`src/rtl/collector.sv`:
```
// rtl/collector.sv - de-skews four staggered lane streams into a registered 4x4 matrix
// Wavefront wf lands on the anti-diagonal r+c == wf (0-based row/column).
module collector #(
  parameter int DW = 32
) (
  input  logic          clk,
  input  logic          rst_n,
  input  logic          start,
  input  logic          in_valid,
  input  logic [DW-1:0] q1,
  input  logic [DW-1:0] q2,
  input  logic [DW-1:0] q3,
  input  logic [DW-1:0] q4,
  output logic [DW-1:0] o11,
  output logic [DW-1:0] o12,
  output logic [DW-1:0] o13,
  output logic [DW-1:0] o14,
  output logic [DW-1:0] o21,
  output logic [DW-1:0] o22,
  output logic [DW-1:0] o23,
  output logic [DW-1:0] o24,
  output logic [DW-1:0] o31,
  output logic [DW-1:0] o32,
  output logic [DW-1:0] o33,
  output logic [DW-1:0] o34,
  output logic [DW-1:0] o41,
  output logic [DW-1:0] o42,
  output logic [DW-1:0] o43,
  output logic [DW-1:0] o44,
  output logic          busy,
  output logic          done
);

  localparam logic [1:0] S_IDLE    = 2'd0;
  localparam logic [1:0] S_CAPTURE = 2'd1;
  localparam logic [1:0] S_DONE    = 2'd2;

  logic [1:0]    state;
  logic [2:0]    wf;
  logic [DW-1:0] m [4][4];
  logic [DW-1:0] lane [4];

  assign lane[0] = q1;
  assign lane[1] = q2;
  assign lane[2] = q3;
  assign lane[3] = q4;

  always_ff @(posedge clk or negedge rst_n) begin
    if (!rst_n) begin
      state <= S_IDLE;
      wf    <= 3'd0;
      for (int r = 0; r < 4; r++)
        for (int c = 0; c < 4; c++)
          m[r][c] <= '0;
    end else begin
      case (state)
        S_IDLE: begin
          if (start) begin
            state <= S_CAPTURE;
            wf    <= 3'd0;
            for (int r = 0; r < 4; r++)
              for (int c = 0; c < 4; c++)
                m[r][c] <= '0;
          end
        end
        S_CAPTURE: begin
          if (in_valid) begin
            // Lanes outside the current anti-diagonal carry filler and are dropped.
            for (int r = 0; r < 4; r++)
              for (int c = 0; c < 4; c++)
                if (int'(wf) == r + c)
                  m[r][c] <= lane[r];
            if (wf == 3'd6) begin
              state <= S_DONE;
              wf    <= 3'd0;
            end else begin
              wf <= wf + 3'd1;
            end
          end
        end
        S_DONE: begin
          if (start) begin
            state <= S_CAPTURE;
            wf    <= 3'd0;
            for (int r = 0; r < 4; r++)
              for (int c = 0; c < 4; c++)
                m[r][c] <= '0;
          end else begin
            state <= S_IDLE;
          end
        end
        default: state <= S_IDLE;
      endcase
    end
  end

  assign busy = (state == S_CAPTURE);
  assign done = (state == S_DONE);

  assign o11 = m[0][0];
  assign o12 = m[0][1];
  assign o13 = m[0][2];
  assign o14 = m[0][3];
  assign o21 = m[1][0];
  assign o22 = m[1][1];
  assign o23 = m[1][2];
  assign o24 = m[1][3];
  assign o31 = m[2][0];
  assign o32 = m[2][1];
  assign o33 = m[2][2];
  assign o34 = m[2][3];
  assign o41 = m[3][0];
  assign o42 = m[3][1];
  assign o43 = m[3][2];
  assign o44 = m[3][3];

endmodule

```
`config.mk`:
```
export PLATFORM = sky130hd
export DESIGN_NAME = collector
export DESIGN_NICKNAME = d
export VERILOG_FILES = /design/src/rtl/collector.sv
export SDC_FILE = /design/constraint.sdc
export NUM_CORES = 1
export LEC_CHECK = 0
export CAP_MARGIN = 20
export CORE_AREA = 3 3 247 249
export CTS_BUF_LIST = sky130_fd_sc_hd__clkbuf_4 sky130_fd_sc_hd__clkbuf_8
export CTS_CLUSTER_SIZE = 25
export DETAILED_ROUTE_END_ITERATION = 12
export DIE_AREA = 0 0 250 252
export GPL_TIMING_DRIVEN = 0
export SYNTH_ARGS = -nofsm -noshare
export SYNTH_HDL_FRONTEND = slang
export SYNTH_SLANG_ARGS = --single-unit
```
`constraint.sdc`:
```
create_clock -name clk -period 4.3 [get_ports clk]
set_clock_uncertainty 0.15 [all_clocks]
set_input_delay 0.86 -clock clk [delete_from_list [all_inputs] [get_ports clk]]
set_output_delay 0.86 -clock clk [all_outputs]
set_load 0.02 [all_outputs]
```
==> reports/results.tsv, run 1 <==
metric	value	unit
status	complete, no violations	
max_freq	284	MHz
yosysWarnings	0	
slowest_delay	700	ps
drive_gt1_frac	0.320	
cts_buffers	90	
cts_tree	built	
syn_inst	1263	
synth_top_family_by_area	multiplexers	
layout_setup_ws	781	ps
layout.nets	2139	
maxSlewHeadroom	0.321	
worstSetupEndpointType	primary output	
design_area	0.0296	mm2
place_ws	624	ps
clkTransAtPathRegs	60	ps
synthSimpleGateAreaFrac	0.0453	
avgSynthCellArea	16.0	um2
rsz0062_at_grt	no	
cellPowerDensity	921	mW/mm2
crit_chain	clkbuf_1 > nor2b_1 > clkdlybuf4s50_1	
yosysSeqAreaShare	0.641	
die_area	0.0630	mm2
cp.required	3290	ps
core_area	0.0589	mm2
drt_wl_total	67300	um
slew_violations	0	
die_w	250	um
htreeDepth	3	
clock_path_buffers	3	
timing.final.setup_violations	0	
viasPerCell	4.67	
path_class	reg -> out	
critical-path-slowest-cell	clkdlybuf4s50_1	
ir_worst_vdd	0.465	mV
gr-usage-met2	0.360	
track_usage	0.210	
synthesis.nets	1396	
antenna_found_initial	9	
min_period	3520	ps
dp_hpwl	50200	um
startpoint_type	register	
syn_to_final_growth	47.0	%
synth-compound-area-share	0.00602	
gp_congestion	0.822	
grt_remaining_overflow	0	
timing.setup.tns	0	ps
met3_usage	0.0983	
clock_latency	660	ps
io_pins	646	
leakage	12.8	nW
clkSinkCount	517	
io_buffers	645	
crit_arrival	2510	ps
drtAntennaViolNets	0	
worst-r2r-cell-count	5	
first_pass_iters	4	
grt_pass1_vias	14489	
synthAdderAreaFrac	0.000620	
met1_usage	0.232	
initial_core_util	0.342	
drv_cap	0	
syn_area	0.0202	mm2
cp_max_fo	10	
grt.busiest_layer	met2	
die_height	252	um
drt_iter0_drc	432	
synth-seq-cells	517	
cts-root-buf	clkbuf_8	
worst_pin_slew	1020	ps
n_fill_cell	5168	
period_share	0.818	
synthMuxAreaShare	0.286	
vias	13329	
grt_pass1_wl	98200	um
synth-xor-area-share	0	
drc	0	
detail_route.wl_per_cell	23.6	um
power.total	27.3	mW
synth_cell_types	28	
grt_start_max_net_pins	123	
floorplan.rows	89	
holdCritPathClass	reg -> reg	
min_delay_path_depth	1	
post_dp_cell_area	0.0277	mm2
hold_violations	0	
==> report_power, final <==
| part | switching (mW) | internal [mW] | total [mW] | leakage [nW] |
|---|---|---|---|---|
| logic | 7.13 | 6.95 | 14.1 | 5.41 |
| clock network | 2.05 | 2.60 | 4.65 | 1.02 |
| registers | 1.27 | 7.30 | 8.57 | 6.34 |
| total | 10.5 | 16.8 | 27.3 | 12.8 |
==> kinds of logic (layout without fill, tap and decap cells) <==
logic type	count (synthesis)	count (layout)
mux	513	513
other cells	0	7
flops	517	517
fa+ha+maj	1	1
buf+inv	75	887
compound gates	11	11
simple gates	146	146
==> path summary, 6_finish.rpt <==
| kind | to | slack, ps | from |
|---|---|---|---|
| worst max-delay path | done | 780 | state[0]$_DFFE_PN0P_ |
| worst min-delay path | o33[22]$_DFFE_PN0P_ | 330 | o33[22]$_DFFE_PN0P_ |
| worst max register to register | o34[24]$_DFFE_PN0P_ | 1600 | state[0]$_DFFE_PN0P_ |
| worst min register to register | o33[22]$_DFFE_PN0P_ | 330 | o33[22]$_DFFE_PN0P_ |
| max in group asynchronous | o43[31]$_DFFE_PN0P_ | 1890 | rst_n |
| min in group asynchronous | o24[24]$_DFFE_PN0P_ | 550 | rst_n |
==> layout make-up <==
class                           instances  area (um2)  share of cell area
Antenna cell                            7        17.5            0.000591
Buffer                                 71         397              0.0134
Clock buffer                          139        1740              0.0588
Clock inverter                         22         150             0.00506
Inverter                                4        15.0            0.000506
Multi-Input combinational cell        671        6820               0.230
Sequential cell                       517       12900               0.436
Tap cell                              773         967              0.0326
Timing Repair Buffer                  651        6600               0.222
==> metal layers <==
layer,vias to the layer above,wire length [um]
li1,5932,-
met1,6782,24900
met2,498,33500
met3,111,6990
met4,6,1890
met5,-,46
==> per-stage QoR <==
stage / std cells / hold WS, ps / utilization
final: 2855 / 332 / 0.503
after global routing: 2853 / 353 / 0.503
after CTS: 2848 / 336 / 0.503
after detailed placement: 2686 / 324 / 0.471
after global placement: 2681 / 316 / 0.468
after floorplan: 1263 / 414 / -
==> synth_stat cells <==
library cell / instances / area share
nor2b_1: 2 / 0.00062
o22ai_1: 1 / 0.00031
o21ai_0: 1 / 0.00025
a22oi_4: 1 / 0.0011
clkbuf_1: 14 / 0.0026
inv_1: 4 / 0.00074
a32oi_1: 1 / 0.00043
nand2_1: 3 / 0.00056
buf_4: 11 / 0.0041
and2_1: 129 / 0.040
ha_1: 1 / 0.00062
or4b_2: 1 / 0.00050
mux2i_1: 1 / 0.00050
nor2_1: 2 / 0.00037
a2111oi_0: 1 / 0.00043
buf_6: 5 / 0.0028
nand3b_1: 3 / 0.0011
a22oi_2: 5 / 0.0031
or3_1: 1 / 0.00031
mux2_2: 431 / 0.24
nand3_1: 1 / 0.00025
nand2b_1: 1 / 0.00031
a31o_2: 1 / 0.00043
mux2_1: 81 / 0.045
or3b_1: 2 / 0.00087
dfrtp_1: 517 / 0.64
buf_2: 41 / 0.010
or3b_2: 1 / 0.00043
==> cell usage in the layout, fill, tap and decap left out, types with 4 or more instances in the layout <==
| cell | count |
|---|---|
| diode_2 | 7 |
| buf_2 | 41 |
| mux2_1 | 81 |
| buf_16 | 4 |
| mux2_2 | 431 |
| buf_4 | 11 |
| clkdlybuf4s50_1 | 644 |
| clkinv_2 | 14 |
| clkbuf_1 | 14 |
| buf_6 | 5 |
| and2_1 | 129 |
| dfrtp_1 | 517 |
| clkbuf_8 | 112 |
| a22oi_2 | 5 |
| clkbuf_4 | 27 |
| inv_1 | 4 |
==> critical path, delay by kind of cell, from the launching register on <==
family	cells	cell delay, ps
buffers and inverters	2	1310
flip-flops	1	430
AND/OR/NAND/NOR	1	100
==> timing repair <==
item,in CTS,in global routing
hold buffers,1,0
setup endpoints to repair,0,0
resized for setup,0,0
setup buffers,0,0
hold endpoints to repair,47,0
Power figures use the tool's default switching activity.
==> run 2, diff against run 1 <==
CORE_AREA = 3 3 248 250   (was 3 3 247 249)
DIE_AREA = 0 0 251 253   (was 0 0 250 252)
clock period = 2.9 ns   (was 4.3 ns; I/O delays follow)
==> run 2 against run 1 <==
Effect of this change: design area grew 0.25%; cell count is essentially flat; power grew 50%.
==> reports/results.tsv, run 2 (synthesis results as in run 1) <==
metric	value	unit
status	complete, no violations	
grt_start_max_net_pins	123	
holdCritPathClass	reg -> reg	
gp_congestion	0.799	
grt_pass1_vias	14664	
min_delay_path_depth	1	
track_usage	0.212	
clkSinkCount	517	
vias	13359	
design_area	0.0297	mm2
layout.nets	2140	
clock_path_buffers	3	
crit_arrival	3080	ps
cts-root-buf	clkbuf_8	
timing.final.setup_violations	0	
worst-r2r-cell-count	6	
final_common_cell	clkdlybuf4s50_1	
post_cts_buffers	0	
rsz0062_at_grt	no	
final_cell_mix	642 x clkdlybuf4s50_1, 517 x dfrtp_1, 431 x mux2_2, 129 x and2_1, 113 x clkbuf_8	
period_share	0.933	
cts_buffers	91	
dp_hpwl	51200	um
drt_wl_total	68500	um
critical-path-slowest-cell	a22oi_2	
clock_latency	660	ps
worst_pin_slew	938	ps
startpoint_type	register	
cellPowerDensity	1370	mW/mm2
maxSlewHeadroom	0.375	
layout_setup_ws	195	ps
grt_remaining_overflow	0	
io_buffers	645	
first_pass_iters	4	
timing.rr.start	wf[0]$_DFFE_PN0P_	
drive_gt1_frac	0.322	
worstSetupEndpointType	register	
timing.setup.tns	0	ps
crit_chain	buf_2 > or3b_1 > a22oi_2 > buf_4 > buf_4 > mux2_2	
timing.rr.end	o13[4]$_DFFE_PN0P_	
cp_common_cell	buf_4	
die_w	251	um
htreeDepth	3	
ir_worst_vdd	0.616	mV
worstHoldStart	o21[1]$_DFFE_PN0P_	
initial_core_util	0.341	
max_freq	370	MHz
min_period	2710	ps
hold_violations	0	
detail_route.wl_per_cell	24.0	um
place_ws	-431	ps
die_height	253	um
cp.required	3280	ps
post_dp_cell_area	0.0277	mm2
cp_max_fo	10	
slowest_delay	520	ps
die_area	0.0635	mm2
grt_pass1_wl	99700	um
antenna_found_initial	6	
io_pins	646	
drc	0	
slew_violations	0	
leakage	12.8	nW
holdPathEnd	o21[1]$_DFFE_PN0P_	
drv_cap	0	
floorplan.rows	89	
core_area	0.0592	mm2
drt_iter0_drc	544	
drtAntennaViolNets	0	
rrSetupSlack	190	ps
viasPerCell	4.68	
syn_to_final_growth	47.3	%
path_class	reg -> reg	
clkTransAtPathRegs	60	ps
cts_tree	built	
[run 2: cell count changes in the layout (fill, tap and decap cells not counted), moves of 2 or more]
cell and delta:
bufinv_16 +2, clkdlybuf4s50_1 -2, diode_2 -2, clkbuf_2 +2, clkbuf_4 +5, clkinv_2 -5
[run 2: worst max path at each step]
stage	start	endpoint	slack [ps]
after floorplan	in_valid	o11[10]$_DFFE_PN0P_	830
after global placement	rst_n	o41[9]$_DFFE_PN0P_	-22010
after detailed placement	in_valid	o43[7]$_DFFE_PN0P_	-430
after CTS	state[0]$_DFFE_PN0P_	busy	3
after global routing	wf[0]$_DFFE_PN0P_	o13[4]$_DFFE_PN0P_	40
final	wf[0]$_DFFE_PN0P_	o13[4]$_DFFE_PN0P_	190
[run 2: timing repair]
item                                    4_1_cts  5_1_grt
gates cloned                                  0        0
hold endpoints to repair                     97        0
resized for setup                             3        2
endpoints found under the setup margin        2        1
hold buffers                                  1        0
[run 2: worst max-delay path: cells and delay by family, from the launching register on]
kind / cells / cell delay [ps]
mux: 1 / 360
flops: 1 / 370
buf+inv: 3 / 780
compound gates: 1 / 520
simple gates: 1 / 390
[run 2: per-layer routing]
metal | GRT usage | part of all wire
met1 | 0.235 | 0.37
met2 | 0.362 | 0.49
met3 | 0.102 | 0.11
met4 | 0.0678 | 0.030
met5 | 0 | 0
[run 2: report_power, final]
part,leakage (nW),switching [mW],internal (mW)
sequential,6.34,1.83,10.8
combinational,5.42,10.7,10.3
clock,1.05,3.05,4.12
total,12.8,15.6,25.2
[run 2: metrics by stage]
stage / hold slack [ps] / std cells / util / total power, mW
after floorplan: 134 / 1263 / - / 23.2
after global placement: 316 / 2681 / 0.466 / 33.8
after detailed placement: 324 / 2686 / 0.468 / 34.0
after CTS: 337 / 2851 / 0.502 / 41.4
after global routing: 352 / 2853 / 0.502 / 43.0
final: 334 / 2856 / 0.502 / 40.8
[run 2: layout make-up]
type,count,area [um2]
diodes,5,12.5
plain buffers,71,398
repair buffers,651,6590
multi-input cells,671,6820
fillers,5250,29500
clock buffers,145,1800
inverters,4,15.0
well taps,773,967
flip-flops and latches,517,12900
clock inverters,19,184
==> run 3, diff against run 2 <==
REMOVE_ABC_BUFFERS = 1   (was not set)
==> run 3 against run 2 <==
Effect of this change: worst hold slack got worse by 3.4 ps; sequential share of layout area down 0.68 points; count of clock-buffer cells in the layout decreased by 1; critical path depth up 2; cell count decreased by 0.84%; die area is the same; setup slack better by 22 ps; register-to-register slack gained 20 ps; clock power shrank 3.8%; largest power group unchanged; via count decreased by 0.36%; wire length shrank 5.8%; power is 0.72% higher.
==> reports/results.tsv, run 3 (synthesis results as in run 1) <==
metric	value	unit
status	complete, no violations	
grt_pass1_wl	95500	um
final_common_cell	clkdlybuf4s50_1	
vias	13311	
min_delay_path_depth	1	
cts_buffers	90	
min_period	2680	ps
first_pass_iters	4	
holdPathEnd	o12[26]$_DFFE_PN0P_	
cellPowerDensity	1360	mW/mm2
worst_pin_slew	730	ps
layout.cells.non_filler	2832	
n_fill_cell	5115	
cp_max_fo	37	
holdWs	330	ps
die_area	0.0635	mm2
slew_violations	0	
initial_core_util	0.341	
die_w	251	um
drtAntennaViolNets	0	
grt_pass1_vias	14463	
final_cell_mix	642 x clkdlybuf4s50_1, 516 x dfrtp_1, 431 x mux2_2, 129 x and2_1, 115 x clkbuf_8	
path_class	reg -> reg	
syn_to_final_growth	49.7	%
clock_path_buffers	3	
core_area	0.0592	mm2
io_pins	646	
hold_violations	0	
die_height	253	um
timing.final.setup_violations	0	
timing.rr.start	state[0]$_DFFE_PN0P_	
worst-r2r-cell-count	8	
crit_arrival	3050	ps
track_usage	0.200	
fin_util	0.510	
htreeDepth	3	
cp.required	3270	ps
placedCellCount	2654	
io_buffers	645	
period_share	0.925	
max_freq	373	MHz
maxSlewHeadroom	0.513	
drt_wl_total	64500	um
startpoint_type	register	
holdCritPathClass	reg -> reg	
floorplan.rows	89	
drt_iter0_drc	528	
grt_remaining_overflow	0	
detail_route.wl_per_cell	22.8	um
dp_hpwl	46500	um
rrSetupSlack	220	ps
viasPerCell	4.70	
clkSinkCount	517	
layout.nets	2126	
cts_tree	built	
drive_gt1_frac	0.323	
layout_setup_ws	216	ps
place_ws	-1230	ps
worstHoldStart	o12[26]$_DFFE_PN0P_	
drc	0	
worstSetupEndpointType	register	
grt_start_max_net_pins	122	
post_dp_cell_area	0.0281	mm2
timing.rr.end	o42[27]$_DFFE_PN0P_	
gp_congestion	0.810	
drv_cap	0	
clkTransAtPathRegs	60	ps
rsz0062_at_grt	no	
leakage	13.0	nW
ir_worst_vdd	0.646	mV
clock_latency	640	ps
antenna_found_initial	6	
design_area	0.0302	mm2
cts-root-buf	clkbuf_8	
[run 3: changes by cell type in the layout (fill, tap and decap cells not counted), moves of 3 or more]
cell      before  now
buf_12         0    6
buf_16         4   16
buf_2         41    0
buf_4         11   15
buf_6          5    2
buf_8          2   24
clkbuf_1      13    0
clkbuf_4      32   29
clkinv_2       9    6
diode_2        5    2
[run 3: per-layer routing]
| metal | routed length [um] | track usage |
|---|---|---|
| met5 | 23 | 0 |
| met2 | 31900 | 0.343 |
| met4 | 1780 | 0.0709 |
| met3 | 6190 | 0.0839 |
| met1 | 24600 | 0.223 |
[run 3: worst max path at each step]
| stage | slack [ps] | cells past startpoint | from | end |
|---|---|---|---|---|
| finish | 220 | 8 | state[0]$_DFFE_PN0P_ | o42[27]$_DFFE_PN0P_ |
| global route | 100 | 8 | state[0]$_DFFE_PN0P_ | o33[16]$_DFFE_PN0P_ |
| CTS | 40 | 8 | state[0]$_DFFE_PN0P_ | o42[27]$_DFFE_PN0P_ |
| detailed placement | -1230 | 8 | state[0]$_DFFE_PN0P_ | o33[31]$_DFFE_PN0P_ |
| global placement | -21710 | 1 | rst_n | o42[7]$_DFFE_PN0P_ |
| floorplan | -6100 | 3 | state[0]$_DFFE_PN0P_ | o14[0]$_DFFE_PN0P_ |
[run 3: cell type report]
class | instances | area (um2) | area share
Antenna cell | 2 | 5.00 | 0.000166
Clock buffer | 144 | 1800 | 0.0596
Clock inverter | 12 | 81.3 | 0.00269
Inverter | 4 | 15.0 | 0.000497
Multi-Input combinational cell | 671 | 6850 | 0.227
Sequential cell | 517 | 12900 | 0.428
Tap cell | 773 | 967 | 0.0320
Timing Repair Buffer | 709 | 7540 | 0.250
[run 3: report_power, final]
group / total, mW / switching (mW) / internal, mW
registers: 12.6 / 1.80 / 10.8
logic: 21.6 / 10.6 / 11.0
clock network: 6.90 / 2.98 / 3.92
total: 41.1 / 15.4 / 25.7
[run 3: per-stage QoR]
stage               TNS (ps)  total power, mW
floorplan           -1646480             23.2
global placement           -             32.8
detailed placement   -409460             34.3
CTS                        0             41.7
global route               0             43.2
finish                     0             41.1
[run 3: what timing repair did]
item,4_1_cts,5_1_grt
gates cloned,1,0
setup endpoints to repair,515,17
resized for setup,4,1
setup buffers,18,0
hold buffers,1,0
pin swaps,6,0
hold endpoints to repair,87,0
[run 3: critical path, cell delays in order (launching register included)]
cell and delay (ps):
dfrtp_4 500, buf_16 180, nand2b_2 330, a22oi_2 310, buf_8 200, buf_8 170
buf_8 180, buf_16 170, mux2_2 340
==> RTL change 1, RTL diff (config.mk and constraints of run 2) <==
Add an input register stage for `q2`, with the module's reset; this delays it by one clock. The other inputs are not delayed to match.
--- a/src/rtl/collector.sv
+++ b/src/rtl/collector.sv
@@ -35,13 +35,23 @@
   localparam logic [1:0] S_CAPTURE = 2'd1;
   localparam logic [1:0] S_DONE    = 2'd2;
 
+  logic [DW-1:0] q2_q;
+
+  always_ff @(posedge clk or negedge rst_n) begin
+    if (!rst_n) begin
+      q2_q <= '0;
+    end else begin
+      q2_q <= q2;
+    end
+  end
+
   logic [1:0]    state;
   logic [2:0]    wf;
   logic [DW-1:0] m [4][4];
   logic [DW-1:0] lane [4];
 
   assign lane[0] = q1;
-  assign lane[1] = q2;
+  assign lane[1] = q2_q;
   assign lane[2] = q3;
   assign lane[3] = q4;
 
Function: changed (a bounded check fails within 4 cycles, from zero or initial values and one cycle with rst_n low).
==> RTL change 1 against run 2 <==
Non-clock buffer count increased by 17; first-iteration DRC count decreased by 12%; critical path depth decreased by 2; die area unchanged; count of clock-buffer cells in the layout increased by 5; routed wire length increased by 5.5%; synthesized cell count increased by 3.8%; final area increased by 2.8%; worst setup slack improved by 0.0030 ns; highest routed layer is now met5; sequential cell count increased by 32; sequential share of layout area increased by 1.4 points; power increased by 2.1%; area after synthesis increased by 4.2%; core utilization increased by 1.4 points.
==> RTL change 1: results (changes against run 2) <==
* Final Non-Filler Cells at 2903 (was 2856)
* Global-route wire length before repair at 106000 µm (was 99700 µm)
* DR pass1 iterations at 4 (unchanged)
* Hold Path Sink: q2_q[13]$_DFF_PN0_ (was o21[1]$_DFFE_PN0P_)
* GPL Wtd Cong at 0.840 (was 0.799)
* Min Hold Slack at 0.204 ns (was 0.334 ns)
* DR iter-0 viols at 477 (was 544)
* Via count at 14100 (was 13400)
* HP Start: q2[13] (was o21[1]$_DFFE_PN0P_)
* HP Class: in2reg (was reg2reg)
* Post-synthesis net count at 1444 (was 1396)
* Worst reg2reg path endpoint: o23[19]$_DFFE_PN0P_ (was o13[4]$_DFFE_PN0P_)
* CP Max Fanout at 8 (was 10)
* Largest net degree at the start of global routing at 117 (was 123)
* Post-cts resize count at 4 (was 3)
* Nets at 2193 (was 2140)
* Synth top cells by count: dfrtp_1 (549), mux2_2 (284), and2_1 (129), a22o_1 (128), mux2_4 (60) (was dfrtp_1 (517), mux2_2 (431), and2_1 (129), mux2_1 (81), buf_2 (41))
* Number of hold-repair buffers added at the cts stage at 1 (unchanged)
* P_leak at 13.4 nW (was 12.8 nW)
* Critical Path Sink: busy (was o13[4]$_DFFE_PN0P_)
* Share of cells above drive strength 1 at 27.2% (was 32.2%)
* Placed Instances at 2736 (was 2686)
* DP Worst Slack at -0.224 ns (was -0.431 ns)
* Syn Inst Count at 1311 (was 1263)
* R2R Setup Slk at 0.20 ns
* Unique masters post-synth at 34 (was 28)
* Worst reg2reg path depth at 9 (was 6)
* Fillers at 5078 (was 5250)
* Register area share after synthesis at 65.4% (was 64.1%)
* Synthesis Warnings at 0 (unchanged)
* Detailed Place HPWL at 54100 µm (was 51200 µm)
* Placed Area at 28600 µm² (was 27700 µm²)
* Ranking of synthesized cells by area: dfrtp_1 (65%), mux2_2 (15%), a22o_1 (5.3%) (was dfrtp_1 (64%), mux2_2 (24%), mux2_1 (4.5%))
* VDD IR max at 657 µV (was 616 µV)
* Average wire per standard cell at 24.9 µm (was 24.0 µm)
* Sequential cell area at 13700 µm² (was 12900 µm²)
* Minimum clock period at 2.70 ns (was 2.71 ns)
* Max Root-Sink Buffers at 3 (unchanged)
* TritonCTS Buffers at 94 (was 91)
* GRT Total Usage at 22.5% (was 21.2%)
* Worst slew pin tran at 0.719 ns (was 0.938 ns)
* Critical Path Source: state[0]$_DFFE_PN0P_ (was wf[0]$_DFFE_PN0P_)
* Number of global-route vias before repair at 15500 (was 14700)
* Outcome: completed (unchanged)
[RTL change 1: cell count changes in the layout (fill, tap and decap cells not counted), moves of 7 or more]
cell      delta
mux2_2     -147
a22o_1     +128
mux2_4      +60
mux2_1      -41
dfrtp_1     +32
clkbuf_1    +14
buf_2       -11
clkbuf_4     +7
[RTL change 1: area by class of cell]
| type | count | area share (%) |
|---|---|---|
| Sequential cell | 549 | 45.0 |
| Buffer | 86 | 1.65 |
| Clock buffer | 150 | 5.96 |
| Multi-Input combinational cell | 672 | 22.1 |
| Tap cell | 773 | 3.17 |
| Antenna cell | 3 | 0.0246 |
| Timing Repair Buffer | 653 | 21.8 |
| Clock inverter | 13 | 0.311 |
| Inverter | 4 | 0.0491 |
[RTL change 1: logic make-up (layout without fill, tap and decap cells)]
logic type	after synthesis	after routing	share of synthesized area [%]
mux	385	385	21.7
other cells	0	3	0
simple gates	147	147	4.47
buf+inv	90	906	2.45
flops	549	549	65.4
fa+ha+maj	1	1	0.0595
compound gates	139	139	5.94
[RTL change 1: routing by layer]
| layer | GRT usage [%] | vias to the layer above | wire length (µm) |
|---|---|---|---|
| li1 | - | 6189 | - |
| met1 | 26.3 | 7309 | 28100 |
| met5 | 0 | - | 26 |
| met2 | 38.0 | 518 | 35500 |
| met3 | 8.31 | 112 | 6240 |
| met4 | 8.62 | 4 | 2360 |
[RTL change 1: critical path, stage by stage, from the launching register on]
cell and delay [ns]:
dfrtp_1 0.32, buf_4 0.15, nor2b_1 0.13, buf_2 0.27, dlygate4sd2_1 0.45
[RTL change 1: power breakdown]
part           total, W  internal, W  switching, W
sequential       0.0133       0.0113       0.00199
clock           0.00709      0.00397       0.00312
combinational    0.0213       0.0105        0.0108
total            0.0417       0.0258        0.0159
==> RTL change 2, RTL diff (flow settings as in run 2) <==
Made on the original files. Register the output `o33`; this adds one clock of latency there. The other outputs are not delayed to match.
--- a/src/rtl/collector.sv
+++ b/src/rtl/collector.sv
@@ -107,7 +107,9 @@
   assign o24 = m[1][3];
   assign o31 = m[2][0];
   assign o32 = m[2][1];
-  assign o33 = m[2][2];
+  always_ff @(posedge clk) begin
+    o33 <= m[2][2];
+  end
   assign o34 = m[2][3];
   assign o41 = m[3][0];
   assign o42 = m[3][1];
Formal check against the unedited RTL: no difference found for any inputs over 4 cycles, from zero or initial values and one cycle with rst_n low; that may be too few to reach the edited logic, so the function may still have changed.
==> RTL change 2 against run 2 <==
First-iteration DRC count increased by 1.7%; final area increased by 15%; highest routed layer is now met5; sequential cell count increased by 32; power increased by 15%; worst hold slack got worse by 0.12 ns; critical endpoint is now o23[19]$_DFFE_PN0P_; routed wire length increased by 8.1%; worst setup slack improved by 0.027 ns; area after synthesis increased by 21%.
==> RTL change 2: results (changes against run 2) <==
* Rel. slew slack at 42.7% (was 37.5%)
* DR top layer: met5 (was met4)
* Post-synthesis net count at 1924 (was 1396)
* HP Start: m[173]$_DFFE_PN0P_ (was o21[1]$_DFFE_PN0P_)
* Clock buf/inv share at 6.18% (was 6.66%)
* P_leak at 15.8 nW (was 12.8 nW)
* Area of the multi-input gates at 6760 µm² (was 6820 µm²)
* Syn Inst Count at 1791 (was 1263)
* Switching Power at 0.0168 W (was 0.0156 W)
* Clkbuf count at 151 (was 145)
* GRT Total Usage at 22.8% (was 21.2%)
* Outcome: completed (unchanged)
* Number of global-route vias before repair at 17000 (was 14700)
* Met2 Usage GRT at 38.4% (was 36.2%)
* Via count at 15900 (was 13400)
* Total clock sinks at 549 (was 517)
* Final Non-Filler Cells at 3392 (was 2856)
* Multi-Input Combinational at 672 (was 671)
* CP max stage delay at 0.68 ns (was 0.52 ns)
* Hold path depth at 0 (was 1)
* GPL Wtd Cong at 0.875 (was 0.799)
* Met1 Use GR at 26.6% (was 23.5%)
* Antenna diodes at 2 (was 5)
* Buffering overhead at 31.4% (was 23.5%)
* Synth top cells by count: dfrtp_1 (517), buf_4 (483), mux2_2 (254), and2_1 (129), a22o_1 (128) (was dfrtp_1 (517), mux2_2 (431), and2_1 (129), mux2_1 (81), buf_2 (41))
* Post-cts resize count at 2 (was 3)
* TritonCTS Buffers at 95 (was 91)
* Ranking of synthesized cells by area: dfrtp_1 (53%), buf_4 (15%), mux2_2 (12%) (was dfrtp_1 (64%), mux2_2 (24%), mux2_1 (4.5%))
* Async set or reset register ratio after synthesis at 94.2% (was 100%)
* VDD IR max at 642 µV (was 616 µV)
* Fillers at 4977 (was 5250)
* Non-CTS buffers at 1218 (was 722)
* Largest net degree at the start of global routing at 124 (was 123)
* Critical Path Sink: o23[19]$_DFFE_PN0P_ (was o13[4]$_DFFE_PN0P_)
* Unique masters post-synth at 35 (was 28)
* Nets at 2673 (was 2140)
* Seq power at 0.0134 W (was 0.0126 W)
* R2r startpoint: wf[1]$_DFFE_PN0P_ (was wf[0]$_DFFE_PN0P_)
* Tot Pwr at 0.0468 W (was 0.0408 W)
* Register area share after synthesis at 55.5% (was 64.1%)
* Worst-Skew Late Latency at 0.68 ns (was 0.66 ns)
* Hold Path Sink: o33[13]$_DFF_P_ (was o21[1]$_DFFE_PN0P_)
* Met3 usage at 8.89% (was 10.2%)
* DR WL met2 at 36000 µm (was 33700 µm)
* Met3 Wirelength at 6330 µm (was 7380 µm)
* DR iter-0 viols at 553 (was 544)
## RTL change 2: changes by cell type in the layout (fill, tap and decap cells not counted), sizes merged, moves of 3 or more
cell | run 2 | this run
buf | 63 | 542
a22o | 0 | 128
mux2 | 512 | 384
dfxtp | 0 | 32
clkbuf | 160 | 183
clkinv | 10 | 13
diode | 5 | 2
## RTL change 2: kinds of logic (layout without fill, tap and decap cells)
logic type	count (synthesis)	in the layout	share of synthesized area, %
buffers and inverters	570	1396	16.9
flip-flops	549	549	55.5
multiplexers	385	385	18.6
AND/OR/NAND/NOR	147	147	3.84
AO/OA/AOI/OAI	139	139	5.10
adder cells (fa/ha/maj)	1	1	0.0511
other	0	2	0
## RTL change 2: per-stage QoR
| stage | setup slack, ns | instance area [µm²] |
|---|---|---|
| floorplan | 0.818 | 24500 |
| global placement | -22.24 | 31900 |
| detailed placement | -0.232 | 32000 |
| CTS | 0.0262 | 34100 |
| global route | 0.0875 | 34200 |
| finish | 0.221 | 34200 |
